`src/rtl/country_sensor_req.sv`:
```
// ---------------------------------------------------------------------------
// country_sensor_req
// Country-road vehicle detector front end for a highway/country signal
// controller. Synchronizes and debounces the loop detector, counts queued
// vehicles, discharges them while the country approach is green, and raises
// a registered request (x) whenever vehicles are waiting or being served.
//
// Ports
//   clk        : single clock, all state changes on the rising edge
//   rst        : synchronous reset, active high
//   sensor_raw : asynchronous loop detector, high while a vehicle is present
//   coun_green : high while the country approach shows green
//   x          : registered vehicle-waiting request (WAIT or SERVE)
//   car_count  : number of queued country vehicles (saturates at MAX_CARS)
//   overflow   : sticky flag, an arrival was dropped at saturation
// ---------------------------------------------------------------------------
module country_sensor_req #(
    parameter int DEBOUNCE_CYCLES = 4,
    parameter int SERVE_CYCLES    = 3,
    parameter int MAX_CARS        = 15
) (
    input  logic       clk,
    input  logic       rst,
    input  logic       sensor_raw,
    input  logic       coun_green,
    output logic       x,
    output logic [3:0] car_count,
    output logic       overflow
);

    localparam logic [3:0] DEB_LAST   = 4'(DEBOUNCE_CYCLES - 1);
    localparam logic [3:0] SERVE_LAST = 4'(SERVE_CYCLES - 1);
    localparam logic [3:0] MAX_VAL    = 4'(MAX_CARS);

    typedef enum logic [1:0] {
        ST_IDLE  = 2'd0,
        ST_WAIT  = 2'd1,
        ST_SERVE = 2'd2
    } state_t;

    logic       r_sync1;
    logic       r_s;
    logic       r_deb;
    logic [3:0] r_stab_cnt;
    logic [3:0] r_dep_tmr;
    logic [3:0] r_count;
    logic       r_ovf;
    logic       r_x;
    state_t     r_state;

    logic       w_change;
    logic       w_accept;
    logic       w_arrival;
    logic       w_serving;
    logic       w_depart;
    logic [3:0] w_count_nxt;
    logic       w_ovf_set;
    state_t     w_state_nxt;

    // The accepted level change is applied on the same edge that the counter
    // would otherwise hit DEBOUNCE_CYCLES, so an arrival coincides with the
    // deb 0->1 edge and car_count/x update on that very edge.
    assign w_change  = (r_s != r_deb);
    assign w_accept  = w_change && (r_stab_cnt == DEB_LAST);
    assign w_arrival = w_accept && r_s;
    assign w_serving = coun_green && (r_count != 4'd0);
    assign w_depart  = w_serving && (r_dep_tmr == SERVE_LAST);

    // Queue count update and saturation detection
    always_comb begin
        w_count_nxt = r_count;
        w_ovf_set   = 1'b0;
        case ({w_arrival, w_depart})
            2'b10: begin
                if (r_count == MAX_VAL) begin
                    w_count_nxt = r_count;
                    w_ovf_set   = 1'b1;
                end else begin
                    w_count_nxt = r_count + 4'd1;
                end
            end
            2'b01:   w_count_nxt = r_count - 4'd1;
            default: w_count_nxt = r_count;
        endcase
    end

    // FSM next-state logic
    always_comb begin
        w_state_nxt = r_state;
        case (r_state)
            ST_IDLE: begin
                if (w_arrival) w_state_nxt = ST_WAIT;
                else           w_state_nxt = ST_IDLE;
            end
            ST_WAIT: begin
                if (coun_green) w_state_nxt = ST_SERVE;
                else            w_state_nxt = ST_WAIT;
            end
            ST_SERVE: begin
                if (w_count_nxt == 4'd0) w_state_nxt = ST_IDLE;
                else if (!coun_green)    w_state_nxt = ST_WAIT;
                else                     w_state_nxt = ST_SERVE;
            end
            default: w_state_nxt = ST_IDLE;
        endcase
    end

    // Two-flop synchronizer for the asynchronous loop detector
    always_ff @(posedge clk) begin
        if (rst) begin
            r_sync1 <= 1'b0;
            r_s     <= 1'b0;
        end else begin
            r_sync1 <= sensor_raw;
            r_s     <= r_sync1;
        end
    end

    // Debouncer: level accepted after DEBOUNCE_CYCLES consecutive differing samples
    always_ff @(posedge clk) begin
        if (rst) begin
            r_deb      <= 1'b0;
            r_stab_cnt <= 4'd0;
        end else if (!w_change) begin
            r_stab_cnt <= 4'd0;
        end else if (w_accept) begin
            r_deb      <= r_s;
            r_stab_cnt <= 4'd0;
        end else begin
            r_stab_cnt <= r_stab_cnt + 4'd1;
        end
    end

    // Departure timer: a partial service period is discarded when green drops
    always_ff @(posedge clk) begin
        if (rst) begin
            r_dep_tmr <= 4'd0;
        end else if (!w_serving || w_depart) begin
            r_dep_tmr <= 4'd0;
        end else begin
            r_dep_tmr <= r_dep_tmr + 4'd1;
        end
    end

    // Queue count, sticky overflow, FSM state and registered request
    always_ff @(posedge clk) begin
        if (rst) begin
            r_count <= 4'd0;
            r_ovf   <= 1'b0;
            r_state <= ST_IDLE;
            r_x     <= 1'b0;
        end else begin
            r_count <= w_count_nxt;
            r_ovf   <= r_ovf | w_ovf_set;
            r_state <= w_state_nxt;
            r_x     <= (w_state_nxt != ST_IDLE);
        end
    end

    assign x         = r_x;
    assign car_count = r_count;
    assign overflow  = r_ovf;

endmodule
```
`config.mk`:
```
export PLATFORM = sky130hd
export DESIGN_NAME = country_sensor_req
export DESIGN_NICKNAME = d
export VERILOG_FILES = /design/src/rtl/country_sensor_req.sv
export SDC_FILE = /design/constraint.sdc
export NUM_CORES = 1
export LEC_CHECK = 0
export BUFFER_PORTS_ARGS = -buffer_cell sky130_fd_sc_hd__buf_2
export CAP_MARGIN = 10
export CORE_MARGIN = 2
export CORE_UTILIZATION = 64
export CTS_BUF_LIST = sky130_fd_sc_hd__clkbuf_4 sky130_fd_sc_hd__clkbuf_8
export CTS_CLUSTER_SIZE = 28
export DETAILED_ROUTE_END_ITERATION = 12
export PLACE_DENSITY = 0.86
export SLEW_MARGIN = 20
export SYNTH_ARGS = -nofsm -noshare
export SYNTH_HDL_FRONTEND = slang
export SYNTH_SLANG_ARGS = --single-unit
```
`constraint.sdc`:
```
create_clock -name clk -period 4.19 [get_ports clk]
set_input_delay 0.2095 -clock clk [delete_from_list [all_inputs] [get_ports clk]]
set_output_delay 0.2095 -clock clk [all_outputs]
set_load 0.05 [all_outputs]
```
==> results of run 1 <==
## worst paths after layout
path | from | to | slack [ns] | cells past startpoint
setup / recovery | r_stab_cnt[0] | r_state[0] | 1.31 | 9
hold / removal | sensor_raw | r_sync1 | 0.12 | 2
setup reg to reg | r_stab_cnt[0] | r_state[0] | 1.31 | 9
hold reg to reg | r_sync1 | r_s | 0.46 | 1
## synthesized netlist by cell type (3+ instances only)
master                     instances  area share, %
sky130_fd_sc_hd__dfxtp_1          19             39
sky130_fd_sc_hd__nor2_1           17            6.5
sky130_fd_sc_hd__ha_1              7            8.9
sky130_fd_sc_hd__inv_1             7            2.7
sky130_fd_sc_hd__a21oi_1           5            2.6
sky130_fd_sc_hd__nand3_1           5            2.6
sky130_fd_sc_hd__nor2b_1           5            3.2
sky130_fd_sc_hd__nand2b_1          4            2.6
sky130_fd_sc_hd__clkbuf_1          3            1.1
sky130_fd_sc_hd__nand2_1           3            1.1
sky130_fd_sc_hd__o211ai_1          3            2.3
sky130_fd_sc_hd__xnor2_1           3            2.7
## routing by layer
metal  vias to the layer above  track usage, %  wire length [um]
met1                       343            27.9               829
met2                        23            38.8               878
met4                         0            6.06                19
li1                        405               -                 -
met5                         -               0                 0
met3                         2            4.26                92
## power by group
part	switching, mW	internal (mW)
Clock	0.0577	0.0356
Sequential	0.000612	0.182
Combinational	0.00382	0.00242
## kinds of logic after synthesis
logic type / count (synthesis)
AOI/OAI and AO/OA: 22
xor gates and xnor gates: 5
buffers and inverters: 10
and+or+nand+nor: 45
DFF: 19
muxes: 2
adders and majority gates: 7
## final cells by class
class	count	area, um^2
Multi-Input combinational cell	81	563
Fill cell	115	409
Sequential cell	19	380
Timing Repair Buffer	9	45.0
Inverter	7	26.3
Clock buffer	3	22.5
Tap cell	16	20.0
Clock inverter	1	5.00
## stage by stage
step	total power, mW	util [%]	cell area [um^2]	std cells
2_1_floorplan	0.190	-	981	110
3_3_place_gp	0.192	70.3	1030	132
3_5_place_dp	0.193	70.3	1030	132
4_1_cts	0.283	72.2	1060	136
5_1_grt	0.290	72.2	1060	136
6_report	0.282	72.2	1060	136
## sequential cells by signal, summed over array words and instances, names as in the netlist
| register | count |
|---|---|
| x | 1 |
| car_count | 4 |
| r_s | 1 |
| overflow | 1 |
| r_deb | 1 |
| r_sync1 | 1 |
| r_state | 2 |
| r_dep_tmr | 4 |
| r_stab_cnt | 4 |
## worst register-to-register path: cells and delay by family, from the launching register on
family	cells	cell delay (ns)
AND/OR/NAND/NOR	5	1.46
AO/OA/AOI/OAI	2	0.35
adder cells (fa/ha/maj)	2	0.63
flip-flops	1	0.37
==> flow_summary_export.csv, run 1 <==
group,metric,value,unit
routing,detail_route.vias_per_cell,5.68,
worst_setup_path,critPathKind,"register to register",
timing,final_period_minus_worst_setup_slack,2.88,ns
routing,detail_route.iter0.violations,30,
yosys,yosysWarningCount,0,
global_route,grt_start_max_net_pins,15,
final_layout,final_nets,132,
yosys,synth_cell_types,35,
yosys,synth_flop_cell,"sky130_fd_sc_hd__dfxtp_1",
worst_setup_path,required,4.42,ns
die,die_w,43.2,um
yosys,synthArstFlopShare,0,%
yosys,synth_cells,110,
routing,detailedRoute.firstPassIterationCount,4,
yosys,ys_seq_area_share,38.8,%
cts,post_cts.resized_instances,0,
yosys,synth_adder_area_share,8.93,%
timing,fin_skew,0.00493,ns
run,count_of_maximum_capacitance_violations,0,
timing,worst_slack,1.31,ns
final_layout,layout_common_cells,"sky130_fd_sc_hd__dfxtp_1 (19), sky130_fd_sc_hd__nor2_1 (17), sky130_fd_sc_hd__buf_2 (9)",
yosys,yosys.area_share.simple,24.7,%
pwr,max-vdd-ir-drop,0.264,mV
worst_setup_path,cpMostUsedCell,"sky130_fd_sc_hd__ha_1",
timing,timing.slew.headroom,69.7,%
yosys,synth_compound_gate_area_share,17.2,%
outcome,outcome,"finished clean",
routing,ant_nets,0,
routing,num_vias,773,
die,num_io_pins,10,
timing,hold_vio_cnt_final,0,
timing,period_share,68.8,%
cts,ctsRootBufferMaster,"sky130_fd_sc_hd__clkbuf_4",
placement,finalWeightedCongestion,0.896,
worst_setup_path,path_max_fanout,9,
worst_setup_path,setup.worst_path.end_class,"register",
pwr,power_density,265,nW/um^2
die,design.die.area,1860,um^2
cts,holdBufCountCts,0,
cts,tritoncts_num_sinks,19,
routing,routed_wirelength,1820,um
timing,total_of_endpoints_with_negative_setup_slack_in_the_final_report,0,
global_route,grt_pass1_vias,752,
yosys,postSynthAreaPerCell,8.92,um^2
worst_hold_path,min-delay-path-class,"primary input to register",
timing,fmax,0.347,GHz
cts,cts.repair_timing.setup_buffer_count,0,
yosys,synth.cell_area,981,um^2
cts,cts_tree,"done",
cts,cts.clk_slew.worst_paths,0.11,ns
yosys,syn_nets,121,
yosys,muxShareOfSynthArea,2.04,%
timing,final_max_slew_viol_count,0,
worst_setup_path,sum_of_buffers_and_inverters_on_the_critical_path,0,
cts,cts_max_level,1,
yosys,synth_top_family_by_area,"simple AND/OR/NAND/NOR gates",
yosys,edff_count_synth,0,
worst_setup_path,max_stage_delay,0.50,ns
worst_setup_path,cells_along_the_critical_path,"ha_1 > nor3b_1 > nand3b_1 > ha_1 > nand2b_1 > or4b_1 > nand3_1 > o311ai_2 > o31ai_2",
global_route,grt_first_pass_wirelength,3180,um
cts,worst_skew_pair.late_latency,0.30,ns
worst_setup_path,worstSetupStartpointType,"register",
worst_setup_path,critical_path.top_delay_family,"simple AND/OR/NAND/NOR gates",
timing,worst_hold_slack,0.118,ns
routing,drcViolationCount,0,
placement,port_buffers,9,
cts,cts_buffers,3,
timing,timing_worst_slew_pin_value,0.454,ns
worst_setup_path,arrival,3.11,ns
final_layout,most_frequent_standard_cell_in_the_layout_excluding_fill_and_tap_cells,"sky130_fd_sc_hd__dfxtp_1",
die,num_rows,14,
routing,wl_per_cell,13.4,um
yosys,synthXorXnorAreaFrac,4.46,%
worst_setup_path,crit_path_top_delay_cell,"sky130_fd_sc_hd__or4b_1",
final_layout,synthToLayoutAreaGrowth,8.29,%
final_layout,layout-drive-gt1-share,14.2,%
global_route,antenna_found_initial,0,
die,design.core.area,1470,um^2
die,start_util,66.7,%
placement,final_hpwl_dp,1380,um
pwr,power_leakage,0.410,nW
timing,rsz0062_at_grt,"false",
global_route,global_router_s_overall_resource_usage,22.4,%
yosys,synth_seq_cells,19,
timing,fin_tns_setup,0,ns
cts,cts_buffer_depth,2,
placement,pre_cts_slack,1.33,ns
final_layout,antenna-diode-count,0,
die,die_h,43.2,um
global_route,grt-ovfl-total,0,
(Power assumes the default switching activity.)
==> inputs of run 2 (changes only) <==
CORE_UTILIZATION = 54   (was 64)
PLACE_DENSITY = 0.77   (was 0.86)
clock period = 2.65 ns   (was 4.19 ns; I/O delays follow)
==> flow_summary_export.csv, run 2 (synthesis results as in run 1) <==
group,metric,value,unit
die,die_w,46.6,um
outcome,outcome,"finished clean",
final_layout,layout.area.seq,387,um^2
routing,routed_wirelength,1820,um
worst_setup_path,required,2.87,ns
timing,timing.slew.headroom,77.7,%
timing,total_of_endpoints_with_negative_setup_slack_in_the_final_report,0,
timing,worst_slack,0.189,ns
pwr,max-vdd-ir-drop,0.375,mV
placement,final_hpwl_dp,1340,um
placement,pre_cts_slack,0.0705,ns
timing,fin_tns_setup,0,ns
worst_setup_path,cells_along_the_critical_path,"inv_2 > ha_1 > nand2b_1 > o21ai_2 > nor2_2 > ha_4 > and4b_1 > or3_4 > a221oi_2 > o311ai_2 > o31ai_2",
die,start_util,56.8,%
global_route,antenna_found_initial,0,
routing,num_vias,803,
final_layout,layout-drive-gt1-share,25.0,%
run,count_of_maximum_capacitance_violations,0,
worst_setup_path,critPathKind,"register to register",
worst_setup_path,worstSetupStartpointType,"register",
worst_setup_path,sum_of_buffers_and_inverters_on_the_critical_path,1,
die,num_rows,15,
final_layout,synthToLayoutAreaGrowth,17.3,%
final_layout,multi_input_area,602,um^2
global_route,grt_pass1_vias,716,
cts,holdBufCountCts,0,
global_route,grt_first_pass_wirelength,2940,um
final_layout,layout_common_cells,"sky130_fd_sc_hd__nor2_1 (16), sky130_fd_sc_hd__dfxtp_1 (16), sky130_fd_sc_hd__buf_2 (9)",
pwr,power_leakage,0.433,nW
global_route,global_router_s_overall_resource_usage,19.5,%
worst_setup_path,crit_path_top_delay_cell,"sky130_fd_sc_hd__dfxtp_4",
cts,cts_buffers,3,
routing,ant_nets,0,
cts,cts_buffer_depth,2,
final_layout,post-route-util,66.7,%
worst_setup_path,arrival,2.68,ns
die,die_h,46.6,um
timing,timing_worst_slew_pin_value,0.334,ns
routing,detail_route.iter0.violations,26,
die,design.core.area,1730,um^2
final_layout,nFillCells,151,
pwr,power_density,391,nW/um^2
cts,cts_tree,"done",
timing,final_max_slew_viol_count,0,
routing,drcViolationCount,0,
routing,detailedRoute.firstPassIterationCount,6,
routing,detail_route.vias_per_cell,5.39,
global_route,grt.met1_usage,25.0,%
final_layout,final_nets,136,
cts,cts.clk_slew.worst_paths,0.10,ns
die,design.die.area,2170,um^2
global_route,grt_most_used_layer,"met2",
pwr,design_power_total,0.450,mW
final_layout,antenna-diode-count,0,
placement,port_buffers,9,
cts,ctsRootBufferMaster,"sky130_fd_sc_hd__clkbuf_4",
timing,fmax,0.406,GHz
global_route,grtUsageMet2,29.2,%
timing,rsz0062_at_grt,"false",
cts,cts_max_level,1,
worst_setup_path,critical_path.top_delay_family,"simple AND/OR/NAND/NOR gates",
timing,hold_vio_cnt_final,0,
timing,worst_hold_slack,0.0415,ns
routing,wl_per_cell,12.2,um
global_route,grt-ovfl-total,0,
timing,final_period_minus_worst_setup_slack,2.46,ns
placement,finalWeightedCongestion,0.956,
timing,fin_skew,0.00200,ns
worst_setup_path,setup.worst_path.end_class,"register",
global_route,grt_start_max_net_pins,15,
die,num_io_pins,10,
worst_hold_path,min-delay-path-class,"primary input to register",
worst_setup_path,max_stage_delay,0.40,ns
timing,period_share,92.9,%
cts,tritoncts_num_sinks,19,
worst_setup_path,path_max_fanout,8,
cts,worst_skew_pair.late_latency,0.30,ns
global_route,grt.met3_usage,8.63,%
==> run 2: cell types whose count changed in the layout (fill, tap and decap cells not counted), moves of 2 or more <==
cell / delta
sky130_fd_sc_hd__buf_4: +4
sky130_fd_sc_hd__dfxtp_1: -3
sky130_fd_sc_hd__dfxtp_2: +2
sky130_fd_sc_hd__ha_1: -2
==> run 2: path summary, 6_finish.rpt <==
check                                  start    endpoint  slack [ns]  cells past startpoint
worst min register to register       r_sync1         r_s        0.45                      1
worst max-delay path            car_count[0]  r_state[0]        0.19                     11
worst min-delay path              sensor_raw     r_sync1        0.04                      2
worst max register to register  car_count[0]  r_state[0]        0.19                     11
==> run 2: metal layers <==
| layer | vias to the layer above | wire [um] |
|---|---|---|
| met5 | - | 0 |
| met4 | 0 | 22 |
| met3 | 5 | 85 |
| met2 | 19 | 843 |
| met1 | 364 | 865 |
| li1 | 415 | - |
==> run 2: power by group <==
group,leakage (nW),switching (mW),total (mW),internal [mW]
Combinational,0.259,0.00613,0.0100,0.00387
Sequential,0.155,0.00107,0.287,0.286
Clock,0.0184,0.0844,0.153,0.0689
Total,0.433,0.0916,0.450,0.359
==> run 2: metrics by stage <==
| stage | instance area, um^2 | std cells |
|---|---|---|
| after floorplan | 988 | 110 |
| after global placement | 1070 | 144 |
| after detailed placement | 1070 | 144 |
| after CTS | 1100 | 148 |
| after global routing | 1150 | 149 |
| final | 1150 | 149 |
==> run 2: cell type report <==
| class | count | share of cell area [%] |
|---|---|---|
| Clock buffer | 4 | 2.61 |
| Multi-Input combinational cell | 81 | 52.3 |
| Sequential cell | 19 | 33.6 |
| Timing Repair Buffer | 13 | 6.52 |
| Tap cell | 25 | 2.72 |
| Inverter | 7 | 2.28 |
==> run 2: what timing repair did <==
action,4_1_cts,5_1_grt
buffers inserted,0,1
endpoints found under the setup margin,0,3
gates resized for setup,0,8
